==> config.mk <==
export PLATFORM = sky130hd
export DESIGN_NAME = vga_fb_arbiter
export DESIGN_NICKNAME = d
export VERILOG_FILES = /design/src/rtl/vga_pkg.sv /design/src/rtl/vga_fb_arbiter.sv
export SDC_FILE = /design/constraint.sdc
export NUM_CORES = 1
export LEC_CHECK = 0
export BUFFER_PORTS_ARGS = -buffer_cell sky130_fd_sc_hd__buf_2
export CAP_MARGIN = 20
export CORE_AREA = 2 2 91 93
export CTS_BUF_LIST = sky130_fd_sc_hd__clkbuf_8
export DETAILED_ROUTE_END_ITERATION = 8
export DIE_AREA = 0 0 93 95
export GPL_TIMING_DRIVEN = 0
export PLACE_DENSITY = 0.68
export SLEW_MARGIN = 20
export SYNTH_ARGS = -nofsm -noshare
export SYNTH_HDL_FRONTEND = slang
export SYNTH_SLANG_ARGS = --single-unit
==> constraint.sdc <==
create_clock -name clk -period 4.9 [get_ports clk]
set_input_delay 0.49 -clock clk [delete_from_list [all_inputs] [get_ports clk]]
set_output_delay 0.49 -clock clk [all_outputs]
set_load 0.03 [all_outputs]
==> src/rtl/vga_pkg.sv <==
`default_nettype none
// ==================================================================
// vga_pkg : frame-buffer geometry, arbiter states and bus decode
// Rev 1.0
// ==================================================================
package vga_pkg;

  localparam int VGA_WIDTH  = 320;
  localparam int VGA_HEIGHT = 240;
  localparam int FB_DEPTH   = VGA_WIDTH * VGA_HEIGHT;

  typedef enum logic [1:0] {
    IDLE    = 2'd0,
    RD_WAIT = 2'd1,
    DONE    = 2'd2
  } fb_arb_state_t;

  // Misaligned, beyond the frame buffer, or asking to read and write at once.
  function automatic logic fb_decode_err(
    input logic [1:0]  byte_off,
    input logic [63:0] word_idx,
    input logic [63:0] depth,
    input logic        wen,
    input logic        ren
  );
    return (byte_off != 2'b00) || (word_idx >= depth) || (wen && ren);
  endfunction

endpackage
`default_nettype wire

==> src/rtl/vga_fb_arbiter.sv <==
`default_nettype none
// ==================================================================
// vga_fb_arbiter : scanout-priority arbiter for a single-port frame
//                  buffer RAM, with a starvation guard for bus access
// Rev 1.0
// ==================================================================
module vga_fb_arbiter
  import vga_pkg::*;
#(
  parameter int ADDR_WIDTH   = 32,
  parameter int DATA_WIDTH   = 32,
  parameter int FB_DEPTH     = vga_pkg::FB_DEPTH,
  parameter int MEM_AW       = $clog2(FB_DEPTH),
  parameter int MAX_SCAN_RUN = 4
) (
  input  logic                  clk,
  input  logic                  rst,
  input  logic                  scan_req,
  input  logic [MEM_AW-1:0]     scan_addr,
  output logic                  scan_gnt,
  output logic                  scan_rvalid,
  output logic [DATA_WIDTH-1:0] scan_rdata,
  input  logic                  bus_wen,
  input  logic                  bus_ren,
  input  logic [ADDR_WIDTH-1:0] bus_addr,
  input  logic [DATA_WIDTH-1:0] bus_wdata,
  output logic                  bus_stall,
  output logic                  bus_error,
  output logic [DATA_WIDTH-1:0] bus_rdata,
  output logic                  mem_en,
  output logic                  mem_we,
  output logic [MEM_AW-1:0]     mem_addr,
  output logic [DATA_WIDTH-1:0] mem_wdata,
  input  logic [DATA_WIDTH-1:0] mem_rdata
);

  localparam int              RUN_W   = $clog2(MAX_SCAN_RUN + 1);
  localparam logic [RUN_W-1:0] RUN_MAX = RUN_W'(MAX_SCAN_RUN);

  fb_arb_state_t         state_q, state_d;
  logic [RUN_W-1:0]      run_q, run_d;
  logic                  scan_rvalid_q, scan_rvalid_d;
  logic [DATA_WIDTH-1:0] bus_rdata_q, bus_rdata_d;
  logic                  bus_error_q, bus_error_d;

  logic                  bus_req;
  logic                  dec_err;
  logic                  bus_win;
  logic [ADDR_WIDTH-1:0] word_idx;

  assign bus_req  = bus_wen | bus_ren;
  assign word_idx = bus_addr >> 2;
  assign dec_err  = fb_decode_err(bus_addr[1:0], 64'(word_idx), 64'(FB_DEPTH),
                                  bus_wen, bus_ren);

  assign bus_stall   = bus_req & (state_q != DONE);
  assign bus_error   = bus_error_q;
  assign bus_rdata   = bus_rdata_q;
  assign scan_rvalid = scan_rvalid_q;
  // RAM output register already provides the one-cycle pipeline stage.
  assign scan_rdata  = scan_rvalid_q ? mem_rdata : '0;

  always_comb begin
    state_d     = state_q;
    run_d       = run_q;
    bus_rdata_d = bus_rdata_q;
    bus_error_d = bus_error_q;
    bus_win     = 1'b0;
    scan_gnt    = 1'b0;
    mem_en      = 1'b0;
    mem_we      = 1'b0;
    mem_addr    = '0;
    mem_wdata   = '0;

    unique case (state_q)
      IDLE: begin
        if (!rst && bus_req && (!scan_req || run_q == RUN_MAX)) begin
          bus_win     = 1'b1;
          bus_error_d = dec_err;
          run_d       = '0;
          if (dec_err) begin
            state_d = DONE;
          end else begin
            mem_en   = 1'b1;
            mem_we   = bus_wen;
            mem_addr = word_idx[MEM_AW-1:0];
            if (bus_wen) begin
              mem_wdata = bus_wdata;
              state_d   = DONE;
            end else begin
              state_d = RD_WAIT;
            end
          end
        end
      end
      RD_WAIT: begin
        bus_rdata_d = mem_rdata;
        state_d     = DONE;
      end
      DONE:    state_d = IDLE;
      default: state_d = IDLE;
    endcase

    // Scanout takes every slot the bus did not win, including RD_WAIT and DONE.
    if (!rst && scan_req && !bus_win) begin
      scan_gnt = 1'b1;
      mem_en   = 1'b1;
      mem_addr = scan_addr;
      if (state_q == IDLE && bus_req && run_q != RUN_MAX) run_d = run_q + 1'b1;
    end

    if (!bus_req) run_d = '0;
    scan_rvalid_d = scan_gnt;
  end

  always_ff @(posedge clk or posedge rst) begin
    if (rst) begin
      state_q       <= IDLE;
      run_q         <= '0;
      scan_rvalid_q <= 1'b0;
      bus_rdata_q   <= '0;
      bus_error_q   <= 1'b0;
    end else begin
      state_q       <= state_d;
      run_q         <= run_d;
      scan_rvalid_q <= scan_rvalid_d;
      bus_rdata_q   <= bus_rdata_d;
      bus_error_q   <= bus_error_d;
    end
  end

endmodule
`default_nettype wire

==> reports/qor.csv <==
stage;metric;value;unit
timing;rsz0062_at_grt;no;
die;die_w;93;um
timing;slew_viol_final;0;
grt;grt_max_degree;22;
drt;avgRoutedWirePerCell;14.2;um
drt;via_count;2595;
placement;numPortBuffers;236;
die;coreArea;7930;um^2
synthesis;synth.most_common_cell;dfrtp_1;
grt;grt_pass1_wl;11900;um
clock_network;cts.sinks;39;
synthesis;synth_top_flop_cell;dfrtp_1;
placement;place.gp.congestion;0.847;
timing;clock_skew;0.00729;ns
drt;drtPass1Iterations;4;
die;io_pins;237;
clock_network;ctsHoldBuffers;0;
clock_network;cts_tree;built;
timing;hold_viol_final;0;
synthesis;synth.ff_latch_count;39;
clock_network;clock_latency;0.28;ns
synthesis;synthCells;212;
die;start_util;28.3;%
grt;grtUsageTotal;17.2;%
grt;antenna_found_initial;0;
timing;fin_crit;3.25;ns
drt;ant_nets;0;
placement;post-dp-hpwl;6880;um
pwr;p_sw_share;32.1;%
critical_path;cp-start-kind;flip-flop;
clock_network;post-cts-setup-buffers;0;
drt;vias_per_cell;4.62;
clock_network;cts_resized;0;
critical_path;required;4.41;ns
finish;final_nets;576;
die;row_count;33;
timing;worstMarginPinSlew;0.813;ns
pwr;power_leakage;2.19;nW
clock_network;htree_levels;2;
synthesis;synth_commonest_cells;dfrtp_1, and2_1, and3_1, mux2_2, a22o_1;
finish;drive_gt1_share;62.4;%
timing;max-slew-margin-rel;45.7;%
critical_path;cp_max_fo;10;
synthesis;synth_top_area_cell;dfrtp_1;
grt;grt-ovfl-total;0;
die;die_height;95;um
timing;fin_ws;1.65;ns
synthesis;netlist.area_leader.share;43.5;%
synthesis;synthTopCellsByArea;dfrtp_1, mux2_2, and2_1, and3_1, a22o_1;
pwr;clock_power_share;27.2;%
synthesis;synth_nets;332;
clock_network;clockBufferDepth;2;
worst_hold_path;hold_path.class;primary input to asynchronous set/reset pin;
synthesis;synth.avg_cell_area;10.6;um^2
grt;grt_pass1_vias;2544;
timing;fmaxAchievable;308;MHz
drt;routed_wl;7950;um
critical_path;r2r_slack;2.63;ns
pwr;p_sw;0.000246;W
placement;place_ws;1.92;ns
synthesis;yosys_warnings;0;
drt;drc;0;
finish;num_antenna_cells;0;
critical_path;endpoint_kind;output pin;
pwr;power_density;208;nW/um^2
pwr;combPwrFrac;27.5;%
pwr;ir_drop;0.0000935;V
synthesis;ys_types;32;
status;status;completed;
clock_network;root_buffer;clkbuf_8;
timing;timing.hold.ws;0.264;ns
finish;fin_area;3670;um^2
synthesis;synthesis.area;2250;um^2
timing;setup_viol;0;
die;die_area;8840;um^2
critical_path;worstSetupPathType;flip-flop to output pin;
flow_run;max_cap_violations;0;
timing;finalCritPeriodShare;66.3;%
synthesis;synth_edf_count;0;
timing;tns;0;ns
drt;drtIter0Drc;36;
pwr;p_seq_share;45.4;%
synthesis;seq_area_frac_synth;43.5;%
critical_path;crit_arrival;2.76;ns
finish;nFillCells;797;
placement;placed_cell_area;3590;um^2
pwr;p_int;0.000519;W
clock_network;cts-buffers-inserted;5;
clock_network;clk_pin_slew_worst_paths;0.08;ns
finish;area_growth;63.5;%
synthesis;async_flop_share;100;%
per-stage QoR:
step,power [W],cells,util [%]
after floorplan,0.000469,212,-
after global placement,0.000559,553,44.9
after detailed placement,0.000566,554,45.2
after CTS,0.000780,562,46.3
after global routing,0.000808,562,46.3
final,0.000766,562,46.3
power groups by stage:
stage                     clock network, W  registers (W)  logic [W]
after floorplan                          0       0.000381  0.0000876
after global placement                   0       0.000353   0.000206
after detailed placement                 0       0.000354   0.000212
after CTS                         0.000220       0.000347   0.000212
after global routing              0.000230       0.000350   0.000227
final                             0.000208       0.000347   0.000210
cell families after synthesis:
logic type	share of synthesized area, %
muxes	16.0
DFF	43.5
buffers and inverters	3.79
AOI/OAI and AO/OA	11.4
and+or+nand+nor	24.2
adders and majority gates	1.11
metal layers:
layer / track usage [%] / vias to the layer above / routed length (um)
met4: 6.99 / 0 / 245
li1: - / 1242 / -
met1: 17.6 / 1194 / 2790
met3: 3.19 / 18 / 561
met5: 0 / - / 0
met2: 34.1 / 141 / 4350
layout make-up:
| type | instances | area, um^2 | area share [%] |
|---|---|---|---|
| buffer | 17 | 70.1 | 1.91 |
| clock buffer | 5 | 68.8 | 1.87 |
| clock inverter | 3 | 16.3 | 0.443 |
| inverter | 4 | 15.0 | 0.409 |
| multi-input combinational | 152 | 1190 | 32.3 |
| sequential | 39 | 976 | 26.6 |
| tap | 105 | 131 | 3.58 |
| timing repair buffer | 237 | 1210 | 32.9 |
registers in the layout (all words and copies together), names as in the netlist:
signal / cells
bus_error: 1
bus_rdata: 32
run_q: 3
scan_rvalid: 1
state_q: 2
worst paths after layout:
kind                                 to  cells after the start          from
min reg2reg                  state_q[1]                      1    state_q[1]
max                        mem_wdata[6]                      8      run_q[0]
max reg2reg                  state_q[0]                      7      run_q[0]
min                          state_q[0]                      2           rst
min in group clk           bus_rdata[3]                      2  mem_rdata[3]
max in group asynchronous  bus_rdata[5]                      3           rst
layout by cell type, fill, tap and decap left out, types with 2 or more instances in the layout:
cell type    n
buf_2      238
dfrtp_1     39
and2_1      34
mux2_2      32
and3_1      32
a22o_1      17
clkbuf_1     9
nor2_1       6
clkbuf_8     5
inv_1        4
buf_1        3
nand2_1      3
a211oi_1     3
nor4_1       3
clkbuf_2     3
a21oi_1      3
nand2b_1     2
ha_1         2
critical path, stage by stage (launching register included):
cell and delay (ns):
dfrtp_1 0.42, inv_1 0.07, ha_1 0.17, nand2_1 0.12, a2111oi_4 0.50, nor4b_4 0.50
clkbuf_2 0.28, and3_1 0.18, buf_2 0.23
No activity file was read; power rests on OpenSTA's default activity.
